`src/rtl/spatz_pkg.sv`:
```
// Shared types for the Spatz issue path: execution-unit selector, register index
// and the decoded request carried from the decoder to the units.
package spatz_pkg;

   localparam int unsigned NrVregs = 32;

   typedef logic [$clog2(NrVregs)-1:0] vreg_idx_t;

   typedef enum logic [1:0] {
      CON = 2'd0,
      VFU = 2'd1,
      LSU = 2'd2
   } ex_unit_e;

   typedef enum logic [2:0] {
      OP_VSETVL = 3'd0,
      OP_VADD   = 3'd1,
      OP_VMUL   = 3'd2,
      OP_VLE    = 3'd3,
      OP_VSE    = 3'd4
   } op_e;

   typedef struct packed {
      op_e         op;
      ex_unit_e    ex_unit;
      vreg_idx_t   vd;
      vreg_idx_t   vs1;
      vreg_idx_t   vs2;
      logic        use_vd;
      logic        use_vs1;
      logic        use_vs2;
      logic [7:0]  vtype;
      logic [15:0] avl;
   } spatz_req_t;

   function automatic logic writes_vreg(ex_unit_e unit);
      return (unit == VFU) || (unit == LSU);
   endfunction

endpackage

```
`src/rtl/spatz_scoreboard.sv`:
```
// Pending-write bitvector with one set port, two clear ports and a 3-index hazard lookup.
// SPATZ_SB_FWD_EN masks same-cycle clears out of the hazard and empty checks.
module spatz_scoreboard
   import spatz_pkg::*;
#(
   parameter int unsigned NrVregs      = spatz_pkg::NrVregs,
   parameter int unsigned VregIdxWidth = $clog2(NrVregs)
) (
   input  logic                         clk_i,
   input  logic                         rst_ni,
   input  logic                         set_en_i,
   input  logic [VregIdxWidth-1:0]      set_idx_i,
   input  logic                         clr_a_en_i,
   input  logic [VregIdxWidth-1:0]      clr_a_idx_i,
   input  logic                         clr_b_en_i,
   input  logic [VregIdxWidth-1:0]      clr_b_idx_i,
   input  logic [2:0]                   rd_en_i,
   input  logic [2:0][VregIdxWidth-1:0] rd_idx_i,
   output logic                         hazard_o,
   output logic                         empty_o,
   output logic [NrVregs-1:0]           sb_o
);

   logic [NrVregs-1:0] sb_q, sb_d;
   logic [NrVregs-1:0] set_mask, clr_mask, sb_view;

   always_comb begin
      set_mask = '0;
      clr_mask = '0;
      if (set_en_i)   set_mask[set_idx_i]   = 1'b1;
      if (clr_a_en_i) clr_mask[clr_a_idx_i] = 1'b1;
      if (clr_b_en_i) clr_mask[clr_b_idx_i] = 1'b1;
      // a new write to the same register is still outstanding, so set dominates
      sb_d = (sb_q & ~clr_mask) | set_mask;
   end

`ifdef SPATZ_SB_FWD_EN
   assign sb_view = sb_q & ~clr_mask;
`else
   assign sb_view = sb_q;
`endif

   always_comb begin
      hazard_o = 1'b0;
      for (int i = 0; i < 3; i++) begin
         if (rd_en_i[i] && sb_view[rd_idx_i[i]]) hazard_o = 1'b1;
      end
   end

   assign empty_o = ~|sb_view;
   assign sb_o    = sb_q;

   always_ff @(posedge clk_i or negedge rst_ni) begin
      if (!rst_ni) sb_q <= '0;
      else         sb_q <= sb_d;
   end

`ifndef SYNTHESIS
   a_vfu_rsp_pending : assert property (@(posedge clk_i) disable iff (!rst_ni)
      clr_a_en_i |-> sb_q[clr_a_idx_i])
      else $error("spatz_scoreboard: VFU response for non-pending register");
   a_vlsu_rsp_pending : assert property (@(posedge clk_i) disable iff (!rst_ni)
      clr_b_en_i |-> sb_q[clr_b_idx_i])
      else $error("spatz_scoreboard: VLSU response for non-pending register");
`endif

endmodule

```
`src/rtl/spatz_issue_ctrl.sv`:
```
// In-order issue controller: holds one decoded request, stalls on RAW/WAW hazards
// and serialises CSR writes behind in-flight work. Build option: SPATZ_SB_FWD_EN.
//
//  state | meaning
//  IDLE  | no request held, ready to accept
//  ISSUE | request held, waiting for hazards/unit handshake
module spatz_issue_ctrl
   import spatz_pkg::*;
#(
   parameter int unsigned NrVregs      = spatz_pkg::NrVregs,
   parameter int unsigned VregIdxWidth = $clog2(NrVregs)
) (
   input  logic                    clk_i,
   input  logic                    rst_ni,
   input  logic                    req_valid_i,
   output logic                    req_ready_o,
   input  spatz_req_t              req_i,
   output logic                    vfu_req_valid_o,
   input  logic                    vfu_req_ready_i,
   output logic                    vlsu_req_valid_o,
   input  logic                    vlsu_req_ready_i,
   output spatz_req_t              issue_req_o,
   input  logic                    vfu_rsp_valid_i,
   input  logic [VregIdxWidth-1:0] vfu_rsp_vd_i,
   input  logic                    vlsu_rsp_valid_i,
   input  logic [VregIdxWidth-1:0] vlsu_rsp_vd_i,
   output logic                    vcsr_we_o,
   output logic                    busy_o
);

   typedef enum logic {IDLE, ISSUE} state_e;

   state_e     state_q, state_d;
   spatz_req_t req_q;
   logic       load, handshake, hazard, sb_empty;
   logic [NrVregs-1:0]           sb;
   logic [2:0][VregIdxWidth-1:0] rd_idx;

   assign rd_idx = {VregIdxWidth'(req_q.vd), VregIdxWidth'(req_q.vs2), VregIdxWidth'(req_q.vs1)};

   spatz_scoreboard #(
      .NrVregs      (NrVregs),
      .VregIdxWidth (VregIdxWidth)
   ) u_sb (
      .clk_i       (clk_i),
      .rst_ni      (rst_ni),
      .set_en_i    (handshake && writes_vreg(req_q.ex_unit) && req_q.use_vd),
      .set_idx_i   (VregIdxWidth'(req_q.vd)),
      .clr_a_en_i  (vfu_rsp_valid_i),
      .clr_a_idx_i (vfu_rsp_vd_i),
      .clr_b_en_i  (vlsu_rsp_valid_i),
      .clr_b_idx_i (vlsu_rsp_vd_i),
      .rd_en_i     ({req_q.use_vd, req_q.use_vs2, req_q.use_vs1}),
      .rd_idx_i    (rd_idx),
      .hazard_o    (hazard),
      .empty_o     (sb_empty),
      .sb_o        (sb)
   );

   always_comb begin
      state_d          = state_q;
      req_ready_o      = 1'b0;
      vfu_req_valid_o  = 1'b0;
      vlsu_req_valid_o = 1'b0;
      vcsr_we_o        = 1'b0;
      handshake        = 1'b0;
      load             = 1'b0;
      unique case (state_q)
         IDLE: begin
            req_ready_o = 1'b1;
            if (req_valid_i) begin
               load    = 1'b1;
               state_d = ISSUE;
            end
         end
         ISSUE: begin
            unique case (req_q.ex_unit)
               VFU: begin
                  vfu_req_valid_o = !hazard;
                  handshake       = !hazard && vfu_req_ready_i;
               end
               LSU: begin
                  vlsu_req_valid_o = !hazard;
                  handshake        = !hazard && vlsu_req_ready_i;
               end
               CON: begin
                  vcsr_we_o = sb_empty && !hazard;
                  handshake = sb_empty && !hazard;
               end
               // illegal unit: retire without dispatch
               default: handshake = 1'b1;
            endcase
            if (handshake) begin
               req_ready_o = 1'b1;
               load        = req_valid_i;
               state_d     = req_valid_i ? ISSUE : IDLE;
            end
         end
         default: state_d = IDLE;
      endcase
   end

   always_ff @(posedge clk_i or negedge rst_ni) begin
      if (!rst_ni) begin
         state_q <= IDLE;
         req_q   <= '0;
      end else begin
         state_q <= state_d;
         if (load) req_q <= req_i;
      end
   end

   assign issue_req_o = req_q;
   assign busy_o      = (state_q == ISSUE) || (|sb);

`ifndef SYNTHESIS
   a_legal_unit : assert property (@(posedge clk_i) disable iff (!rst_ni)
      (state_q == ISSUE) |-> (req_q.ex_unit inside {CON, VFU, LSU}))
      else $error("spatz_issue_ctrl: illegal ex_unit dropped");
`endif

endmodule
```
`config.mk`:
```
export PLATFORM = sky130hd
export DESIGN_NAME = spatz_issue_ctrl
export DESIGN_NICKNAME = d
export VERILOG_FILES = /design/src/rtl/spatz_pkg.sv /design/src/rtl/spatz_scoreboard.sv /design/src/rtl/spatz_issue_ctrl.sv
export SDC_FILE = /design/constraint.sdc
export NUM_CORES = 1
export LEC_CHECK = 0
export BUFFER_PORTS_ARGS = -buffer_cell sky130_fd_sc_hd__buf_2
export CAP_MARGIN = 5
export CORE_MARGIN = 2
export CORE_UTILIZATION = 55
export DETAILED_ROUTE_END_ITERATION = 16
export PLACE_DENSITY = 0.81
export SLEW_MARGIN = 10
export SYNTH_ARGS = -nofsm -noshare
export SYNTH_HDL_FRONTEND = slang
export SYNTH_HIERARCHICAL = 1
export SYNTH_SLANG_ARGS = --single-unit
```
`constraint.sdc`:
```
create_clock -name clk_i -period 3.85 [get_ports clk_i]
set_input_delay 0.5775 -clock clk_i [delete_from_list [all_inputs] [get_ports clk_i]]
set_output_delay 0.5775 -clock clk_i [all_outputs]
set_load 0.05 [all_outputs]
```
# After elaboration in Yosys (flattened, before gate mapping)
# Index checks and enable logic that the tools add are counted.
[totals]
register_bits = 80
[op_classes]
magnitude_cmp = 8
eq_ne = 2
mux = 34
bitwise_logic = 5
n_reduce_logical = 17
[op_table]
columns = ["operator", "n"]
rows = [
  ["2-to-1 mux 32 bit", 3],
  ["OR 32 bit", 2],
  ["AND 32 bit", 1],
  ["NOT 32 bit", 1],
  ["OR reduction 32 bit", 1],
  ["< comparator 5 x 6 -> 1 bit (second input constant)", 5],
  ["2-to-1 mux 1 bit", 21],
  ["binary-select mux 1 bit (select 5 bit)", 3],
  ["demux 1 bit (select 5 bit)", 3],
  [">= comparator 5 x 1 -> 1 bit (second input constant)", 3],
  ["logical AND 1 bit", 11],
  ["one-hot mux 1 bit (2 select lines)", 3],
  ["one-hot mux 1 bit (3 select lines)", 1],
  ["equality test 2 x 1 -> 1 bit (second input constant)", 1],
  ["equality test 2 bit (second input constant)", 1],
  ["zero test 1 bit", 2],
  ["zero test 2 bit", 1],
  ["logical OR 1 bit", 2],
  ["NOT 1 bit", 1],
]

# Depth between registers and ports, before layout
# Gate-level depths: netlist of run 1.
[logic_depth]
word_depth = 15
depth_mapped = 13
depth_no_buf = 11

# Hierarchy
# Netlist of run 1, hierarchy kept.
[modules_own_cells]
columns = ["mod", "n_inst", "cells_each", "area_each_um2", "seq_area_each_um2"]
rows = [
  ["spatz_issue_ctrl", 1, 302, 2876.5, 1201.2],
  ["spatz_scoreboard", 1, 230, 2462.4, 800.8],
]

# Worst setup path after synthesis of run 1
# OpenSTA, ideal clock, no wires.
[synth_path]
path_kind = "reg-to-output"
start = "register req_q, in the netlist issue_req_o[32]"
end = "output req_ready_o"
t_arrival_ns = 3.437
setup_slack_ns = -0.165
path_stages_with_launch = 11
path_cell_list = "dfrtp_1 -> clkbuf_1 -> mux4_2 -> mux4_2 -> o211ai_1 -> o211ai_1 -> nand2b_1 -> o211a_1 -> buf_4 -> buf_6 -> inv_1"
[synth_via]
elab_chain_cells = 12
[synth_rtl]
columns = ["item", "line", "text"]
rows = [
  ["from (decl)", "spatz_issue_ctrl.sv:34", "spatz_req_t req_q;"],
  ["from (signal assigned)", "spatz_issue_ctrl.sv:109", "if (load) req_q <= req_i;"],
  ["binary-select mux 1 bit (select 5 bit) *", "spatz_scoreboard.sv:46", "if (rd_en_i[i] && sb_view[rd_idx_i[i]]) hazard_o = 1'b1;"],
  ["2-to-1 mux 1 bit (not written as such) *", "spatz_scoreboard.sv:46", ""],
  ["logical AND 1 bit *", "spatz_scoreboard.sv:46", ""],
  ["2-to-1 mux 1 bit * (3 in series)", "spatz_scoreboard.sv:46", ""],
  ["via hazard", "spatz_issue_ctrl.sv:35", "logic load, handshake, hazard, sb_empty;"],
  ["zero test 1 bit *", "spatz_issue_ctrl.sv:80, spatz_issue_ctrl.sv:84, spatz_issue_ctrl.sv:88", ""],
  ["logical AND 1 bit (on tied branches)", "spatz_issue_ctrl.sv:88, spatz_issue_ctrl.sv:80, spatz_issue_ctrl.sv:84", ""],
  ["one-hot mux 1 bit (3 select lines) *", "spatz_issue_ctrl.sv:77", "unique case (req_q.ex_unit)"],
  ["2-to-1 mux 1 bit *", "spatz_issue_ctrl.sv:68", "unique case (state_q)"],
  ["2-to-1 mux 1 bit *", "spatz_issue_ctrl.sv:93", "if (handshake) begin"],
  ["one-hot mux 1 bit (2 select lines) *", "spatz_issue_ctrl.sv:68", ""],
  ["to (decl)", "spatz_issue_ctrl.sv:16", "output logic req_ready_o,"],
]
# The timed path passes the listed nets; every way through them passes the cells marked *. The select of a mux whose other input is x is not followed.

# Worst setup path after layout of run 1
[layout_path]
start = "register req_q, in the netlist issue_req_o[28]"
end = "output req_ready_o"
[layout_via]
elab_chain_cells = 11
[layout_rtl]
columns = ["item", "line"]
rows = [
  ["binary-select mux 1 bit (select 5 bit) *", "spatz_scoreboard.sv:46"],
  ["2-to-1 mux 1 bit (not written as such) *", "spatz_scoreboard.sv:46"],
  ["logical AND 1 bit *", "spatz_scoreboard.sv:46"],
  ["2-to-1 mux 1 bit * (2 in series)", "spatz_scoreboard.sv:46"],
  ["via hazard", "spatz_issue_ctrl.sv:35"],
  ["zero test 1 bit *", "spatz_issue_ctrl.sv:80, spatz_issue_ctrl.sv:84, spatz_issue_ctrl.sv:88"],
  ["logical AND 1 bit (on tied branches)", "spatz_issue_ctrl.sv:88, spatz_issue_ctrl.sv:80, spatz_issue_ctrl.sv:84"],
  ["one-hot mux 1 bit (3 select lines) *", "spatz_issue_ctrl.sv:77"],
  ["2-to-1 mux 1 bit *", "spatz_issue_ctrl.sv:68"],
  ["2-to-1 mux 1 bit *", "spatz_issue_ctrl.sv:93"],
  ["one-hot mux 1 bit (2 select lines) *", "spatz_issue_ctrl.sv:68"],
]
# Marked as above.

==> results_dict.tcl, run 1 <==
set metrics [dict create \
    cp.arrival_ps 3170 \
    power.density_nw_per_um2 1090 \
    slew_violations 0 \
    syn2layout_area_growth_pct 18.7 \
    routed_wl_mm 16.3 \
    clk_latency_ps 360 \
    layout-drive-gt1-share_pct 31.2 \
    fp.dieH_um 103 \
    setup_violations 0 \
    synth.avg_cell_area_um2 10.0 \
    drc 0 \
    cts_root_buf "clkbuf_8" \
    num-fill-cells 746 \
    yosysSeqAreaShare_pct 37.5 \
    io_buffers 115 \
    p_leak_nw 2.64 \
    synth_area_leaders "dfrtp_1 37%, mux4_2 11%, o2111ai_1 7.9%" \
    clock_sinks 80 \
    cts_tree "built" \
    grt_max_degree 81 \
    power_frac_clock_pct 11.3 \
    max_cap_violations 0 \
    timing.slew.headroom_pct 30.3 \
    fin_crit_sh_pct 97.3 \
    numCtsBuffers 9 \
    nets 704 \
    fin_setup_tns_ps 0 \
    synth-xor-area-share_pct 0 \
    synthAdderAreaFrac_pct 0.937 \
    synth_mux_area_share_pct 12.0 \
    vdd_drop_max_mv 0.738 \
    gp_congestion 1.00 \
    grt_overflow_total 0 \
    final.setup_skew_ps 13.8 \
    cp.required_ps 3270 \
    status "complete, no violations" \
    clockBufferDepth 2 \
    fin_util_pct 68.0 \
    hold_viol 0 \
    dr_total_vias 5261 \
    swShare_pct 53.8 \
    track_usage_pct 31.7 \
    power_frac_comb_pct 61.1 \
    wl_per_cell_um 21.1 \
    antenna_found_initial 0 \
    synth_compound_area_share_pct 25.4 \
    grt_setup_unrepaired "yes" \
    power_frac_seq_pct 27.6 \
    endpoint_kind "output pin" \
    syn_inst 532 \
    drt_iter0_drc 589 \
    worstMarginPinSlew_ps 1040 \
    die_w_um 103 \
    dp_hpwl_mm 10.9 \
    path_clk_slew_ps 80 \
    hp-class "primary input to asynchronous set/reset pin" \
    fmax_mhz 267 \
    synth_top_family_by_area "compound AO/OA/AOI/OAI gates" \
    floorplan.initialDensity_pct 57.2 \
    p_int_mw 3.19 \
    ys_seq_elements 80 \
    diodes 0 \
    crit_type "register to output pin" \
    period_needed_ps 3750 \
    grt_first_pass_wirelength_mm 25.9 \
    io_pins 116 \
    syn-cell-area_um2 5340 \
    avgViaCountPerCell 6.83 \
    net-switching-power_mw 3.71 \
    die-area_um2 10500 \
    htreeDepth 3 \
    synth_area_leader_cell "dfrtp_1" \
    synth-simple-area-share_pct 19.9 \
    syn_nets 600 \
    core_um2 9330 \
    path_max_fanout 6 \
    start_kind "register" \
    fp-row-count 35 \
    synth_warnings 6 \
    yosys.area.top_type_share_pct 37.5 \
    synth_cell_type_count 39 \
    ant_nets 0 \
    dr.pass1.iters 6 \
    finalNonFillerCells 770 \
    grt_pass1_vias 4970 \
    dp_cells 748 \
    hold_buffers 0 \
]
-- stage by stage --
step           instance area [um^2]  total power, mW  setup WS, ps  hold WS, ps
6_report                       6340             6.90           104          390
5_1_grt                        6340             7.29         -71.8          464
4_1_cts                        6300             6.76          43.7          425
3_5_place_dp                   6020             5.93           180          503
2_1_floorplan                  5340             4.87          13.9          282
3_3_place_gp                   6020             5.81           293          496
-- per-layer routing --
layer / track usage [%] / vias up / share of wire, %
li1: - / 2308 / -
met1: 44.2 / 2525 / 40
met2: 49.5 / 365 / 47
met3: 8.20 / 63 / 9.9
met4: 9.23 / 0 / 2.9
met5: 0 / - / 0
-- critical path, stage by stage (launching register included) --
cell	delay [ps]
dfrtp_2	390
buf_12	130
mux4_2	510
mux4_2	480
mux2_2	290
nand2_1	80
o211ai_1	170
nand3b_1	300
o211a_2	200
inv_1	80
buf_6	160
-- state kept, by name, indices dropped and copies added (netlist names) --
name         cells
issue_req_o     47
u_sb/sb_o       32
state_q          1
-- repair_timing --
item | in CTS | in global routing
setup buffers | 2 | 4
endpoints found under the setup margin | 1 | 12
gates resized for setup | 1 | 5
pin swaps | 0 | 0
endpoints found under the hold margin | 0 | 0
-- placed cells by master (no fill, tap or decap), types with 4 or more instances in the layout --
cell / count
buf_2: 113
dfrtp_1: 78
nand2_1: 73
o2111ai_1: 48
nand2b_1: 47
o211ai_1: 41
a22oi_1: 36
mux4_2: 27
buf_4: 23
o21ai_0: 16
a22o_1: 16
nor4_1: 15
nor2_1: 13
nor3b_1: 12
clkbuf_8: 10
o211ai_2: 9
inv_1: 6
and3b_1: 6
nand3b_1: 5
and3_1: 5
nand4_1: 4
ha_1: 4
-- cell families (layout without fill, tap and decap cells) --
logic type,count (synthesis),in the layout
fa+ha+maj,4,4
buf+inv,51,160
flops,80,80
mux,30,30
simple gates,198,198
compound gates,169,169
-- synth_stat cells (all sizes together) --
master	n
dfrtp	80
nand4	4
nor3	3
and3	5
ha	4
and3b	6
and2	1
clkbuf	24
or2	2
a21boi	1
nor3b	12
nor2	13
or3	2
o2111ai	48
nand2	73
and2b	1
a22oi	36
mux2i	2
nor4	15
mux2	1
o211ai	50
o211a	1
and4b	1
mux4	27
a22o	16
nor2b	2
or3b	1
o21ai	16
and4	1
inv	6
nand2b	48
nand3	3
buf	21
nand3b	5
a21oi	1
-- area by class of cell --
type	instances	area (um^2)	area share, %
timing repair buffer	138	769	12.1
inverter	6	22.5	0.355
multi-input combinational	401	3130	49.3
clock buffer	10	138	2.17
clock inverter	6	115	1.82
tap	129	161	2.55
sequential	80	2000	31.6
-- final timing paths --
| path | from | end | slack [ps] | depth (start not counted) |
|---|---|---|---|---|
| worst min register to register | issue_req_o[5] | issue_req_o[5] | 530 | 2 |
| min in group clk_i | req_i[0] | issue_req_o[0] | 470 | 3 |
| worst max register to register | issue_req_o[28] | u_sb/sb_o[12] | 230 | 11 |
| worst max-delay path | issue_req_o[28] | req_ready_o | 100 | 10 |
| worst min-delay path | rst_ni | issue_req_o[27] | 390 | 1 |
| max in group asynchronous | rst_ni | issue_req_o[32] | 2780 | 1 |
-- power groups by stage --
stage / clock (mW) / sequential, mW / combinational [mW]
2_1_floorplan: 0 / 2.53 / 2.34
3_3_place_gp: 0 / 1.88 / 3.94
3_5_place_dp: 0 / 1.91 / 4.02
4_1_cts: 0.789 / 1.87 / 4.10
5_1_grt: 0.827 / 1.95 / 4.51
6_report: 0.778 / 1.91 / 4.22
Power figures use the tool's default switching activity.
==> run 2, diff against run 1 <==
- CAP_MARGIN: 5 -> 20
- CORE_UTILIZATION: 55 -> 57
- CTS_BUF_LIST: unset -> sky130_fd_sc_hd__clkbuf_2 sky130_fd_sc_hd__clkbuf_4 sky130_fd_sc_hd__clkbuf_8
- PLACE_DENSITY: 0.81 -> 0.83
==> results_dict.tcl, run 2 (same netlist as run 1, synthesis figures left out) <==
set metrics [dict create \
    routed_wl_mm 17.3 \
    htreeDepth 3 \
    path_clk_slew_ps 90 \
    whs_ps 162 \
    vdd_drop_max_mv 0.694 \
    antenna_found_initial 0 \
    dr_total_vias 5359 \
    die_w_um 101 \
    layout-drive-gt1-share_pct 32.6 \
    period_needed_ps 3730 \
    final_cell_mix "113 x buf_2, 76 x dfrtp_1, 73 x nand2_1, 48 x o2111ai_1, 47 x nand2b_1" \
    wl_per_cell_um 22.6 \
    cp.required_ps 3270 \
    r2r_cells 11 \
    num-fill-cells 697 \
    slew_violations 0 \
    worstMarginPinSlew_ps 1060 \
    crit_type "register to output pin" \
    cts_tree "built" \
    hold_viol 0 \
    largest_reg_flops 47 \
    dp_hpwl_mm 11.8 \
    nets 716 \
    clock_sinks 80 \
    status "complete, no violations" \
    grt_max_degree 81 \
    clk_latency_ps 350 \
    max_cap_violations 0 \
    grt_first_pass_wirelength_mm 27.1 \
    fin_crit_sh_pct 97.0 \
    regArea_um2 2010 \
    grt_overflow_total 0 \
    timing.slew.headroom_pct 28.9 \
    layout.cells.most_common "buf_2" \
    gp_congestion 1.09 \
    path_max_fanout 9 \
    endpoint_kind "output pin" \
    floorplan.initialDensity_pct 58.3 \
    track_usage_pct 34.8 \
    io_buffers 115 \
    final.setup_skew_ps 11.6 \
    fp-row-count 35 \
    clockBufferDepth 2 \
    cp.arrival_ps 3160 \
    fp.dieH_um 101 \
    core_um2 9150 \
    diodes 0 \
    dr.pass1.iters 7 \
    start_kind "register" \
    setup_violations 0 \
    fin_util_pct 70.0 \
    p_leak_nw 2.70 \
    fin_setup_tns_ps 0 \
    multiInputGateArea_um2 3130 \
    drt_iter0_drc 500 \
    fmax_mhz 268 \
    die-area_um2 10200 \
    grt_pass1_vias 5012 \
    numCtsBuffers 9 \
    drc 0 \
    ant_nets 0 \
    cts_root_buf "clkbuf_8" \
    grt_setup_unrepaired "no" \
    power.density_nw_per_um2 1080 \
    hold_buffers 0 \
    hp-class "primary input to asynchronous set/reset pin" \
    avgViaCountPerCell 7.01 \
    syn2layout_area_growth_pct 19.9 \
    power_mw 6.94 \
    io_pins 116 \
]
==> run 2: cell types whose count changed in the layout (fill, tap and decap cells not counted), moves of 2 or more <==
cell,delta
buf_4,+11
clkbuf_4,+2
dfrtp_1,-2
dfrtp_2,+2
==> run 2: worst paths after layout <==
path                              endpoint            start  slack, ps
setup / recovery               req_ready_o  issue_req_o[28]        120
hold / removal             issue_req_o[29]           rst_ni        160
setup reg to reg             u_sb/sb_o[20]  issue_req_o[28]        250
hold reg to reg             issue_req_o[5]   issue_req_o[5]        540
max in group asynchronous  issue_req_o[38]           rst_ni       3080
min in group clk_i         issue_req_o[17]        req_i[17]        480
==> run 2: metrics by stage <==
stage               instance area [um^2]  cells  setup WS (ps)
floorplan                           5340    532           13.9
global placement                    6080    741            306
detailed placement                  6080    741            178
CTS                                 6340    761           41.8
global route                        6400    764           8.52
finish                              6400    764            117
==> run 2: final cells by class <==
cell class | instances | area share [%]
flip-flops and latches | 80 | 31.3
inverters | 6 | 0.352
repair buffers | 150 | 13.9
clock buffers | 11 | 2.17
multi-input cells | 401 | 48.8
well taps | 111 | 2.17
clock inverters | 5 | 1.27
==> run 2: critical path, cell delays in order, from the launching register on <==
cell	delay, ps
dfrtp_2	380
buf_12	140
mux4_2	510
mux4_2	480
mux2_2	290
nand2_1	80
o211ai_1	160
nand3b_1	290
o211a_2	210
inv_1	60
buf_4	190
==> run 2: metal layers <==
| layer | wire, um | vias to the layer above | GRT usage (%) |
|---|---|---|---|
| li1 | - | 2341 | - |
| met1 | 6630 | 2580 | 47.3 |
| met2 | 8200 | 375 | 53.6 |
| met3 | 1880 | 63 | 9.92 |
| met4 | 549 | 0 | 12.2 |
| met5 | 0 | - | 0 |
==> run 2: where the power goes <==
| group | internal [mW] | leakage (nW) | switching (mW) |
|---|---|---|---|
| registers | 1.24 | 1.01 | 0.628 |
| logic | 1.51 | 1.58 | 2.86 |
| clock network | 0.380 | 0.110 | 0.317 |
| total | 3.14 | 2.70 | 3.80 |
==> run 2: timing repair <==
item,CTS,global route
buffers inserted,4,1
setup endpoints to repair,1,1
gates resized for setup,1,3
